`config.mk`:
```
export PLATFORM = sky130hd
export DESIGN_NAME = issueque_int_flat
export DESIGN_NICKNAME = d
export VERILOG_FILES = /design/src/rtl/issueque_int_pkg.sv /design/src/rtl/issueque_int_if.sv /design/src/rtl/issueque_int_entry.sv /design/src/rtl/issueque_int.sv /design/src/flat_wrapper.sv
export SDC_FILE = /design/constraint.sdc
export NUM_CORES = 2
export LEC_CHECK = 0
export CORE_MARGIN = 2
export CORE_UTILIZATION = 25
export DETAILED_ROUTE_END_ITERATION = 7
export PLACE_DENSITY = 0.38
export RECOVER_POWER = 25
export SLEW_MARGIN = 20
export SYNTH_ARGS = -nofsm -noshare
export SYNTH_HDL_FRONTEND = slang
export SYNTH_SLANG_ARGS = --single-unit
```
`constraint.sdc`:
```
create_clock -name clk -period 15 [get_ports clk]
set_clock_uncertainty 0.05 [all_clocks]
set_input_delay 1.5 -clock clk [delete_from_list [all_inputs] [get_ports clk]]
set_output_delay 1.5 -clock clk [all_outputs]
set_load 0.01 [all_outputs]
```
`src/rtl/issueque_int_pkg.sv`:
```
// Shared widths, queue entry layout and the CDB wake-up helper for the integer issue queue.
package issueque_int_pkg;

  localparam int unsigned IQ_DEPTH  = 4;
  localparam int unsigned IQ_DATA_W = 32;
  localparam int unsigned IQ_TAG_W  = 6;
  localparam int unsigned IQ_OP_W   = 6;
  localparam int unsigned IQ_CNT_W  = 4;

  typedef struct packed {
    logic                 valid;
    logic [IQ_OP_W-1:0]   opcode;
    logic [IQ_TAG_W-1:0]  rdtag;
    logic                 rsvalid;
    logic [IQ_TAG_W-1:0]  rstag;
    logic [IQ_DATA_W-1:0] rsdata;
    logic                 rtvalid;
    logic [IQ_TAG_W-1:0]  rttag;
    logic [IQ_DATA_W-1:0] rtdata;
  } iq_entry_t;

  function automatic int unsigned iq_idx_w(input int unsigned depth);
    return (depth > 1) ? $clog2(depth) : 1;
  endfunction

  // Capture a matching CDB broadcast into whichever operands are still waiting.
  function automatic iq_entry_t iq_wake(input iq_entry_t e, input logic cdb_valid,
                                        input logic [IQ_TAG_W-1:0] cdb_tag,
                                        input logic [IQ_DATA_W-1:0] cdb_data);
    iq_entry_t r;
    r = e;
    if (e.valid && cdb_valid) begin
      if (!e.rsvalid && (e.rstag == cdb_tag)) begin
        r.rsvalid = 1'b1;
        r.rsdata  = cdb_data;
      end
      if (!e.rtvalid && (e.rttag == cdb_tag)) begin
        r.rtvalid = 1'b1;
        r.rtdata  = cdb_data;
      end
    end
    return r;
  endfunction

endpackage

```
`src/rtl/issueque_int_if.sv`:
```
// Dispatch / CDB / issue handshake bundle between the integer issue queue and its neighbours.
interface issueque_int_if;
  import issueque_int_pkg::*;

  logic                 flush;
  logic                 dispatch_en;
  logic [IQ_OP_W-1:0]   dispatch_opcode;
  logic [IQ_DATA_W-1:0] dispatch_rsdata;
  logic [IQ_TAG_W-1:0]  dispatch_rstag;
  logic                 dispatch_rsvalid;
  logic [IQ_DATA_W-1:0] dispatch_rtdata;
  logic [IQ_TAG_W-1:0]  dispatch_rttag;
  logic                 dispatch_rtvalid;
  logic [IQ_TAG_W-1:0]  dispatch_rdtag;
  logic                 cdb_valid;
  logic [IQ_TAG_W-1:0]  cdb_tag;
  logic [IQ_DATA_W-1:0] cdb_data;
  logic                 issueint_equeueint_done;
  logic                 issueint_ready;
  logic [IQ_OP_W-1:0]   issueint_opcode;
  logic [IQ_DATA_W-1:0] issueint_rsdata;
  logic [IQ_DATA_W-1:0] issueint_rtdata;
  logic [IQ_TAG_W-1:0]  issueint_rdtag;
  logic                 issueque_full;
  logic [IQ_CNT_W-1:0]  issueque_count;

  modport master (
    output flush, dispatch_en, dispatch_opcode, dispatch_rsdata, dispatch_rstag,
           dispatch_rsvalid, dispatch_rtdata, dispatch_rttag, dispatch_rtvalid,
           dispatch_rdtag, cdb_valid, cdb_tag, cdb_data, issueint_equeueint_done,
    input  issueint_ready, issueint_opcode, issueint_rsdata, issueint_rtdata,
           issueint_rdtag, issueque_full, issueque_count
  );

  modport slave (
    input  flush, dispatch_en, dispatch_opcode, dispatch_rsdata, dispatch_rstag,
           dispatch_rsvalid, dispatch_rtdata, dispatch_rttag, dispatch_rtvalid,
           dispatch_rdtag, cdb_valid, cdb_tag, cdb_data, issueint_equeueint_done,
    output issueint_ready, issueint_opcode, issueint_rsdata, issueint_rtdata,
           issueint_rdtag, issueque_full, issueque_count
  );

endinterface

```
`src/rtl/issueque_int_entry.sv`:
```
// One issue-queue slot: storage, load/shift source select and CDB wake-up.
module issueque_int_entry
  import issueque_int_pkg::*;
(
  input  logic                 clk,
  input  logic                 reset,
  input  logic                 i_clear,
  input  logic                 i_load,
  input  logic                 i_shift,
  input  iq_entry_t            i_disp,
  input  iq_entry_t            i_shift_in,
  input  logic                 i_cdb_valid,
  input  logic [IQ_TAG_W-1:0]  i_cdb_tag,
  input  logic [IQ_DATA_W-1:0] i_cdb_data,
  output iq_entry_t            o_entry,
  output logic                 o_ready
);

  iq_entry_t r_entry;
  iq_entry_t w_src;
  iq_entry_t w_next;

  // Wake-up is applied after the source mux so shifted and dispatched ops see this cycle's CDB.
  always_comb begin
    w_src = r_entry;
    if (i_load) begin
      w_src = i_disp;
    end else if (i_shift) begin
      w_src = i_shift_in;
    end
    w_next = iq_wake(w_src, i_cdb_valid, i_cdb_tag, i_cdb_data);
  end

  always_ff @(posedge clk or posedge reset) begin
    if (reset) begin
      r_entry <= '0;
    end else if (i_clear) begin
      r_entry <= '0;
    end else begin
      r_entry <= w_next;
    end
  end

  assign o_entry = r_entry;
  assign o_ready = r_entry.valid & r_entry.rsvalid & r_entry.rtvalid;

endmodule

```
`src/rtl/issueque_int.sv`:
```
// Collapsing integer issue queue: oldest-ready select, pop-with-shift, dispatch into first free slot.
module issueque_int
  import issueque_int_pkg::*;
#(
  parameter int unsigned DEPTH = IQ_DEPTH
) (
  input  logic         clk,
  input  logic         reset,
  issueque_int_if.slave bus
);

  localparam int unsigned IDX_W = iq_idx_w(DEPTH);
  localparam int unsigned CNT_W = IQ_CNT_W;

  iq_entry_t            w_entry    [DEPTH];
  iq_entry_t            w_shift_in [DEPTH];
  logic [DEPTH-1:0]     w_ready;
  logic [DEPTH-1:0]     w_load;
  logic [DEPTH-1:0]     w_shift;
  iq_entry_t            w_disp;
  logic                 w_sel_any;
  logic [IDX_W-1:0]     w_sel_idx;
  logic                 w_pop;
  logic                 w_full;
  logic                 w_disp_acc;
  logic [CNT_W-1:0]     w_disp_slot;
  logic [CNT_W-1:0]     r_count;
  logic [IQ_OP_W-1:0]   w_out_opcode;
  logic [IQ_DATA_W-1:0] w_out_rsdata;
  logic [IQ_DATA_W-1:0] w_out_rtdata;
  logic [IQ_TAG_W-1:0]  w_out_rdtag;

  always_comb begin
    w_disp         = '0;
    w_disp.valid   = 1'b1;
    w_disp.opcode  = bus.dispatch_opcode;
    w_disp.rdtag   = bus.dispatch_rdtag;
    w_disp.rsvalid = bus.dispatch_rsvalid;
    w_disp.rstag   = bus.dispatch_rstag;
    w_disp.rsdata  = bus.dispatch_rsdata;
    w_disp.rtvalid = bus.dispatch_rtvalid;
    w_disp.rttag   = bus.dispatch_rttag;
    w_disp.rtdata  = bus.dispatch_rtdata;
  end

  // Valid entries stay packed at the bottom, so the first free slot after pop is count - pop.
  assign w_full      = (r_count == CNT_W'(DEPTH));
  assign w_pop       = w_sel_any & bus.issueint_equeueint_done;
  assign w_disp_acc  = bus.dispatch_en & ~w_full;
  assign w_disp_slot = r_count - CNT_W'(w_pop);

  for (genvar i = 0; i < DEPTH; i++) begin : g_ent
    if (i == DEPTH - 1) begin : g_last
      assign w_shift_in[i] = '0;
    end else begin : g_mid
      assign w_shift_in[i] = w_entry[i+1];
    end

    assign w_load[i]  = w_disp_acc & (w_disp_slot == CNT_W'(i));
    assign w_shift[i] = w_pop & (w_sel_idx <= IDX_W'(i));

    issueque_int_entry u_entry (
      .clk        (clk),
      .reset      (reset),
      .i_clear    (bus.flush),
      .i_load     (w_load[i]),
      .i_shift    (w_shift[i]),
      .i_disp     (w_disp),
      .i_shift_in (w_shift_in[i]),
      .i_cdb_valid(bus.cdb_valid),
      .i_cdb_tag  (bus.cdb_tag),
      .i_cdb_data (bus.cdb_data),
      .o_entry    (w_entry[i]),
      .o_ready    (w_ready[i])
    );
  end

  // Lowest index wins: entry 0 is always the oldest.
  always_comb begin
    w_sel_any = 1'b0;
    w_sel_idx = '0;
    for (int i = 0; i < DEPTH; i++) begin
      if (!w_sel_any && w_ready[i]) begin
        w_sel_any = 1'b1;
        w_sel_idx = IDX_W'(i);
      end
    end
  end

  always_comb begin
    w_out_opcode = '0;
    w_out_rsdata = '0;
    w_out_rtdata = '0;
    w_out_rdtag  = '0;
    if (w_sel_any) begin
      w_out_opcode = w_entry[w_sel_idx].opcode;
      w_out_rsdata = w_entry[w_sel_idx].rsdata;
      w_out_rtdata = w_entry[w_sel_idx].rtdata;
      w_out_rdtag  = w_entry[w_sel_idx].rdtag;
    end
  end

  always_ff @(posedge clk or posedge reset) begin
    if (reset) begin
      r_count <= '0;
    end else if (bus.flush) begin
      r_count <= '0;
    end else begin
      r_count <= r_count + CNT_W'(w_disp_acc) - CNT_W'(w_pop);
    end
  end

  assign bus.issueint_ready  = w_sel_any;
  assign bus.issueint_opcode = w_out_opcode;
  assign bus.issueint_rsdata = w_out_rsdata;
  assign bus.issueint_rtdata = w_out_rtdata;
  assign bus.issueint_rdtag  = w_out_rdtag;
  assign bus.issueque_full   = w_full;
  assign bus.issueque_count  = r_count;

endmodule

```
`src/flat_wrapper.sv`:
```
// flat-port wrapper written by rule: the top's interface ports become plain ports
module issueque_int_flat import issueque_int_pkg::*;
#(
  parameter int unsigned DEPTH = IQ_DEPTH
)
  (clk, reset, bus_flush, bus_dispatch_en, bus_dispatch_opcode, bus_dispatch_rsdata, bus_dispatch_rstag, bus_dispatch_rsvalid, bus_dispatch_rtdata, bus_dispatch_rttag, bus_dispatch_rtvalid, bus_dispatch_rdtag, bus_cdb_valid, bus_cdb_tag, bus_cdb_data, bus_issueint_equeueint_done, bus_issueint_ready, bus_issueint_opcode, bus_issueint_rsdata, bus_issueint_rtdata, bus_issueint_rdtag, bus_issueque_full, bus_issueque_count);
  issueque_int_if bus_i ();
  input  logic clk;
  input  logic reset;
  input wire logic [$bits(bus_i.flush)-1:0] bus_flush;
  input wire logic [$bits(bus_i.dispatch_en)-1:0] bus_dispatch_en;
  input wire logic [$bits(bus_i.dispatch_opcode)-1:0] bus_dispatch_opcode;
  input wire logic [$bits(bus_i.dispatch_rsdata)-1:0] bus_dispatch_rsdata;
  input wire logic [$bits(bus_i.dispatch_rstag)-1:0] bus_dispatch_rstag;
  input wire logic [$bits(bus_i.dispatch_rsvalid)-1:0] bus_dispatch_rsvalid;
  input wire logic [$bits(bus_i.dispatch_rtdata)-1:0] bus_dispatch_rtdata;
  input wire logic [$bits(bus_i.dispatch_rttag)-1:0] bus_dispatch_rttag;
  input wire logic [$bits(bus_i.dispatch_rtvalid)-1:0] bus_dispatch_rtvalid;
  input wire logic [$bits(bus_i.dispatch_rdtag)-1:0] bus_dispatch_rdtag;
  input wire logic [$bits(bus_i.cdb_valid)-1:0] bus_cdb_valid;
  input wire logic [$bits(bus_i.cdb_tag)-1:0] bus_cdb_tag;
  input wire logic [$bits(bus_i.cdb_data)-1:0] bus_cdb_data;
  input wire logic [$bits(bus_i.issueint_equeueint_done)-1:0] bus_issueint_equeueint_done;
  output wire logic [$bits(bus_i.issueint_ready)-1:0] bus_issueint_ready;
  output wire logic [$bits(bus_i.issueint_opcode)-1:0] bus_issueint_opcode;
  output wire logic [$bits(bus_i.issueint_rsdata)-1:0] bus_issueint_rsdata;
  output wire logic [$bits(bus_i.issueint_rtdata)-1:0] bus_issueint_rtdata;
  output wire logic [$bits(bus_i.issueint_rdtag)-1:0] bus_issueint_rdtag;
  output wire logic [$bits(bus_i.issueque_full)-1:0] bus_issueque_full;
  output wire logic [$bits(bus_i.issueque_count)-1:0] bus_issueque_count;
  assign bus_i.flush = bus_flush;
  assign bus_i.dispatch_en = bus_dispatch_en;
  assign bus_i.dispatch_opcode = bus_dispatch_opcode;
  assign bus_i.dispatch_rsdata = bus_dispatch_rsdata;
  assign bus_i.dispatch_rstag = bus_dispatch_rstag;
  assign bus_i.dispatch_rsvalid = bus_dispatch_rsvalid;
  assign bus_i.dispatch_rtdata = bus_dispatch_rtdata;
  assign bus_i.dispatch_rttag = bus_dispatch_rttag;
  assign bus_i.dispatch_rtvalid = bus_dispatch_rtvalid;
  assign bus_i.dispatch_rdtag = bus_dispatch_rdtag;
  assign bus_i.cdb_valid = bus_cdb_valid;
  assign bus_i.cdb_tag = bus_cdb_tag;
  assign bus_i.cdb_data = bus_cdb_data;
  assign bus_i.issueint_equeueint_done = bus_issueint_equeueint_done;
  assign bus_issueint_ready = bus_i.issueint_ready;
  assign bus_issueint_opcode = bus_i.issueint_opcode;
  assign bus_issueint_rsdata = bus_i.issueint_rsdata;
  assign bus_issueint_rtdata = bus_i.issueint_rtdata;
  assign bus_issueint_rdtag = bus_i.issueint_rdtag;
  assign bus_issueque_full = bus_i.issueque_full;
  assign bus_issueque_count = bus_i.issueque_count;
  issueque_int #(.DEPTH(DEPTH)) u_core (.clk(clk), .reset(reset), .bus(bus_i));
endmodule
```
Yosys cells after proc, flatten, opt, wreduce, memory -nomap -nowiden
Cells that the tools add are included.
{"block": "totals", "reg_bits": 368, "in_bits": 134, "elab_cells": 163}
{"block": "op_classes", "add_sub_neg": 3, "n_lt_le_gt_ge": 5, "eq_ne": 12, "mux": 55, "bitwise_logic": 20, "n_reduce_logical": 31}
{"cell": "91-bit 2-to-1 mux", "count": 12}
{"cell": "32-bit 2-to-1 mux", "count": 14}
{"cell": "91-bit binary-select mux with 2-bit select", "count": 1}
{"cell": "90-bit 2-to-1 mux", "count": 2}
{"cell": "33-bit 2-to-1 mux", "count": 4}
{"cell": "6-bit equality test", "count": 8}
{"cell": "1-bit AND", "count": 18}
{"cell": "1-bit 2-to-1 mux", "count": 17}
{"cell": "1-bit logical AND", "count": 15}
{"cell": "6-bit 2-to-1 mux", "count": 2}
{"cell": "3-bit nonzero test", "count": 4}
{"cell": "1-bit logical NOT", "count": 11}
{"cell": "4-bit by 2-bit equality test with 1-bit output, second input constant", "count": 2}
{"cell": "4-bit by 1-bit subtractor with 4-bit output", "count": 2}
{"cell": "4-bit by 1-bit adder with 4-bit output", "count": 1}
{"cell": "4-bit by 1-bit equality test with 1-bit output, second input constant", "count": 1}
{"cell": "4-bit by 3-bit equality test with 1-bit output, second input constant", "count": 1}
{"cell": "2-bit by 1-bit <= comparator with 1-bit output, second input constant", "count": 2}
{"cell": "2-bit <= comparator, second input constant", "count": 2}
{"cell": "4-bit logical NOT", "count": 1}
{"cell": "2-bit 2-to-1 mux", "count": 2}
{"cell": "4-bit 2-to-1 mux", "count": 1}
{"cell": "3-bit greater-or-equal comparator, second input constant", "count": 1}
{"cell": "2-bit NOT with 3-bit output", "count": 1}
{"cell": "1-bit NOT", "count": 1}

Logic depth before layout (Yosys ltp)
{"block": "logic_depth", "depth_word": 22, "depth_mapped": 19, "depth_no_buf": 13}

Hierarchy
From an unflattened synthesis, not the netlist that was laid out.
{"block": "hier_totals", "cells_unflattened": 2968, "hier_area_um2": 26699.4}
{"mod": "issueque_int_entry", "n_inst": 4, "cells_each": 641, "area_per_inst_um2": 5885.6, "seq_area_each_um2": 2277.2}
{"mod": "issueque_int", "n_inst": 1, "cells_each": 404, "area_per_inst_um2": 3156.8, "seq_area_each_um2": 100.1}

Worst setup path before layout
OpenSTA, ideal clock, no wires.
{"block": "synth_timing", "kind": "in2reg", "start": "input port bus_issueint_equeueint_done", "end": "register u_core.g_ent[1].u_entry.r_entry, in the netlist u_core.g_ent[1].u_entry.o_entry[48]", "setup_ns": 0.136, "arrival_time_ns": 4.761, "required_time_ns": 14.814, "setup_slack_ns": 10.053, "cell_stages": 15, "path_buffers": 3, "cell_sequence": "buf_2 > o41ai_2 > inv_2 > ha_1 > inv_1 > ha_1 > clkbuf_1 > nor3_2 > nand3_1 > and3_1 > or4b_1 > nor4_4 > buf_2 > a211o_1 > a21oi_1"}
{"block": "synth_between", "elab_chain_cells": 10}
{"item": "from (decl)", "line": "flat_wrapper.sv:23", "source": "input wire logic [$bits(bus_i.issueint_equeueint_done)-1:0] bus_issueint_equeueint_done;"}
{"item": "1-bit AND (*)", "line": "issueque_int.sv:48", "source": "assign w_pop = w_sel_any & bus.issueint_equeueint_done;"}
{"item": "4-bit by 1-bit subtractor with 4-bit output", "line": "issueque_int.sv:50", "source": "assign w_disp_slot = r_count - CNT_W'(w_pop);"}
{"item": "4-bit by 1-bit equality test with 1-bit output", "line": "issueque_int.sv:59", "source": "assign w_load[i] = w_disp_acc & (w_disp_slot == CNT_W'(i));"}
{"item": "1-bit AND", "line": "issueque_int.sv:59"}
{"item": "91-bit 2-to-1 mux (*)", "line": "issueque_int_entry.sv:26", "source": "if (i_load) begin"}
{"item": "6-bit equality test or 1-bit logical NOT (tied branches)", "line": "issueque_int_pkg.sv:33", "source": "if (!e.rsvalid && (e.rstag == cdb_tag)) begin"}
{"item": "1-bit logical AND", "line": "issueque_int_pkg.sv:33"}
{"item": "32-bit 2-to-1 mux", "line": "issueque_int_pkg.sv:33"}
{"item": "33-bit 2-to-1 mux (*)", "line": "issueque_int_pkg.sv:32", "source": "if (e.valid && cdb_valid) begin"}
{"item": "91-bit 2-to-1 mux (*)", "line": "issueque_int_entry.sv:37", "source": "end else if (i_clear) begin"}
{"item": "to (signal assigned)", "line": "issueque_int_entry.sv:40", "source": "r_entry <= w_next;"}
{"item": "to (decl)", "line": "issueque_int_entry.sv:19", "source": "iq_entry_t r_entry;"}
Every way passes the cells marked *; elsewhere a longest branch is shown, timed or not. The select of a mux whose other input is x is not followed.
A chain may end at the register's enable or synchronous reset.

==> results.sh <==
export IMPL_status="complete, but fails checks"
export IMPL_violations="capacitance limit, slew limit"
export IMPL_nets=2851
export IMPL_holdPathEnd="u_core.g_ent[0].u_entry.o_entry[88]$_DFFE_PP0P_"
export IMPL_worst_pin_slew_ps=4930
export IMPL_tns_ps=0
export IMPL_rsz0062_at_grt="no"
export IMPL_root_buffer="clkbuf_16"
export IMPL_die_area_um2=97700
export IMPL_min_delay_start="u_core.g_ent[0].u_entry.o_entry[88]$_DFFE_PP0P_"
export IMPL_cts_sinks=368
export IMPL_ant_nets=0
export IMPL_p_total_uw=3180
export IMPL_synthSimpleGateAreaFrac_pct=21.5
export IMPL_routabilityCongestion=0.804
export IMPL_cts_tree="done"
export IMPL_vias=22316
export IMPL_worst_setup_path_start_kind="input port"
export IMPL_area_delta_synth_final_pct=19.3
export IMPL_worstReg2RegStart="u_core.g_ent[0].u_entry.o_entry[38]$_DFF_PP0_"
export IMPL_arrival_ps=8460
export IMPL_met1_length_um=46900
export IMPL_port_buffers=215
export IMPL_dr_wl_met3_um=6550
export IMPL_drive_above_1_share_pct=8.65
export IMPL_synth_area_um2=23800
export IMPL_start_util_pct=25.1
export IMPL_antenna_found_initial=7
export IMPL_synth_compound_area_share_pct=18.5
export IMPL_ir_worst_vdd_v=0.0000825
export IMPL_die_w_um=313
export IMPL_highest_layer="met5"
export IMPL_wl_per_cell_um=26.2
export IMPL_crit_type="input port to asynchronous set/reset pin"
export IMPL_grt_max_degree=221
export IMPL_slowest_delay_ps=2710
export IMPL_yosysUniqueCellTypes=75
export IMPL_cts_path_max_buffers=3
export IMPL_core_area_um2=94700
export IMPL_rows=113
export IMPL_ys_seq_area_share_pct=38.7
export IMPL_cp_slowest_cell="clkinvlp_2"
export IMPL_io_pins=216
export IMPL_grt_pass1_wl_um=155000
export IMPL_synth_fa_ha_area_share_pct=0.452
export IMPL_synthCells=2661
export IMPL_rrSetupSlack_ps=8390
export IMPL_clk_pin_slew_worst_paths_ps=60
export IMPL_hp_class="flop to flop"
export IMPL_muxShareOfSynthArea_pct=14.9
export IMPL_end_kind="asynchronous set/reset pin"
export IMPL_die_h_um=313
export IMPL_fin_crit_sh_pct=52.2
export IMPL_power_density_nw_per_um2=112
export IMPL_ctsResizeCount=0
export IMPL_cts_buffers=47
export IMPL_routed_wl_um=105000
export IMPL_syn_mean_instance_area_um2=8.95
export IMPL_leakagePower_uw=0.0112
export IMPL_min_period_ps=7840
export IMPL_grt_ovfl_total=0
export IMPL_async_flop_share_pct=100
export IMPL_synthXorXnorAreaFrac_pct=1.07
export IMPL_synth_edf_count=0
export IMPL_synth_top_family_by_area="simple AND/OR/NAND/NOR gates"
export IMPL_clock_latency_ps=600
export IMPL_wl_met2_um=48800
export IMPL_hold_viol=0
export IMPL_hold_ws_ps=504
export IMPL_critical_path_peak_fanout=95
export IMPL_r2r_end="u_core.g_ent[2].u_entry.o_entry[15]$_DFF_PP0_"
export IMPL_viasPerCell=5.57
export IMPL_worstPathRequired_ps=15620
export IMPL_first_iter_violations=2018
export IMPL_grt_usage_pct=21.0
export IMPL_reg2regPathDepth=17
export IMPL_fmax_ghz=0.128
export IMPL_crit_chain="dlygate4sd3_1 -> clkinvlp_2 -> clkbuf_1 -> buf_4"
export IMPL_setup_viol=0
export IMPL_yosysWarnings=0
export IMPL_firstDrtPassIters=6
export IMPL_relSlewSlack_pct=-231
export IMPL_drc=0
export IMPL_synth_seq_cells=368
export IMPL_hpwlAfterDp_um=62200
export IMPL_ys_flop_type="dfrtp_1"
export IMPL_grt_pass1_vias=22569
export IMPL_cts_htree_levels=2
export IMPL_drv_slew=208
export IMPL_syn_num_nets=2803
export IMPL_cts_hold_buf=0
export IMPL_cap_violations=3
export IMPL_post_cts_buffers=0
export IMPL_hold_path_depth=2
[worst max-delay path: cells and delay by family]
kind,cells,cell delay (ps)
buf+inv,4,6800
[stage by stage]
step	worst slack, ps	std cells	instance area, um^2	util [%]
after floorplan	3230	2661	23800	-
after CTS	7780	4004	28400	30.0
after detailed placement	7170	3923	26900	28.4
after global placement	7290	3923	26900	28.4
final	7160	4009	28400	30.0
after global routing	5930	4008	28400	30.0
[logic make-up (layout without fill, tap and decap cells)]
| group | Yosys count | after routing |
|---|---|---|
| AND/OR/NAND/NOR | 1145 | 1145 |
| AO/OA/AOI/OAI | 568 | 568 |
| flip-flops | 368 | 368 |
| other | 0 | 3 |
| XOR/XNOR | 29 | 29 |
| adder cells (fa/ha/maj) | 8 | 8 |
| multiplexers | 259 | 259 |
| buffers and inverters | 284 | 364 |
[registers in the layout (all words and copies together), names as in the netlist]
name / cells
u_core.g_ent.u_entry.o_entry: 364
u_core.bus.issueque_count: 4
[Yosys cell counts (36+ instances only)]
cell      number  share of area, %
a211o_1       65               2.4
a21oi_1      142               3.0
a221oi_1      68               2.5
a311o_1      128               5.4
a311oi_1      40               1.5
and2_1        83               2.2
buf_2         38              0.80
clkbuf_1     183               2.9
dfrtp_1      368                39
mux2i_1      174               7.3
mux4_2        76               7.2
nand2_1      470               7.4
nand2b_1      36              0.95
nor2_1       332               5.2
nor3_1       117               2.5
[where the power goes]
| part | total [uW] | internal [uW] | switching, uW |
|---|---|---|---|
| clock network | 1120 | 636 | 481 |
| registers | 1220 | 1120 | 90.9 |
| logic | 845 | 363 | 482 |
| total | 3180 | 2120 | 1050 |
[per-layer routing]
layer	track usage, %	vias to the layer above
li1	-	9782
met3	3.27	172
met1	28.9	11455
met2	33.7	905
met5	0	-
met4	6.82	2
[layout by cell type (no fill, tap or decap), types with 47 or more instances in the layout]
cell type | Yosys | layout
clkdlybuf4s50_1 | 0 | 210
dfrtp_1 | 368 | 368
nor3_1 | 117 | 114
clkbuf_16 | 0 | 47
nor2_1 | 332 | 328
a221oi_1 | 68 | 68
and2_1 | 83 | 83
mux2i_1 | 174 | 174
a211o_1 | 65 | 65
nand2_1 | 470 | 466
a21oi_1 | 142 | 142
mux4_2 | 76 | 76
a311o_1 | 128 | 128
[worst max-delay path by stage]
stage	endpoint	startpoint	cells past startpoint	slack (ps)
after floorplan	u_core.bus.issueque_count[0]$_DFF_PP0_	reset	1	3230
after global placement	u_core.g_ent[2].u_entry.o_entry[15]$_DFF_PP0_	bus_issueint_equeueint_done	17	7290
after detailed placement	u_core.g_ent[2].u_entry.o_entry[15]$_DFF_PP0_	bus_issueint_equeueint_done	17	7170
after CTS	u_core.g_ent[2].u_entry.o_entry[15]$_DFF_PP0_	bus_issueint_equeueint_done	17	7780
after global routing	u_core.g_ent[2].u_entry.o_entry[11]$_DFF_PP0_	reset	3	5930
final	u_core.g_ent[0].u_entry.o_entry[56]$_DFF_PP0_	reset	4	7160
[area by class of cell]
type	count	area, um^2
clock buffers	71	1360
clock inverters	10	81.3
well taps	1265	1580
inverters	19	72.6
diodes	3	7.51
repair buffers	264	2560
flip-flops and latches	368	9210
fillers	9941	66300
multi-input cells	2009	13500
Power figures use the tool's default switching activity.
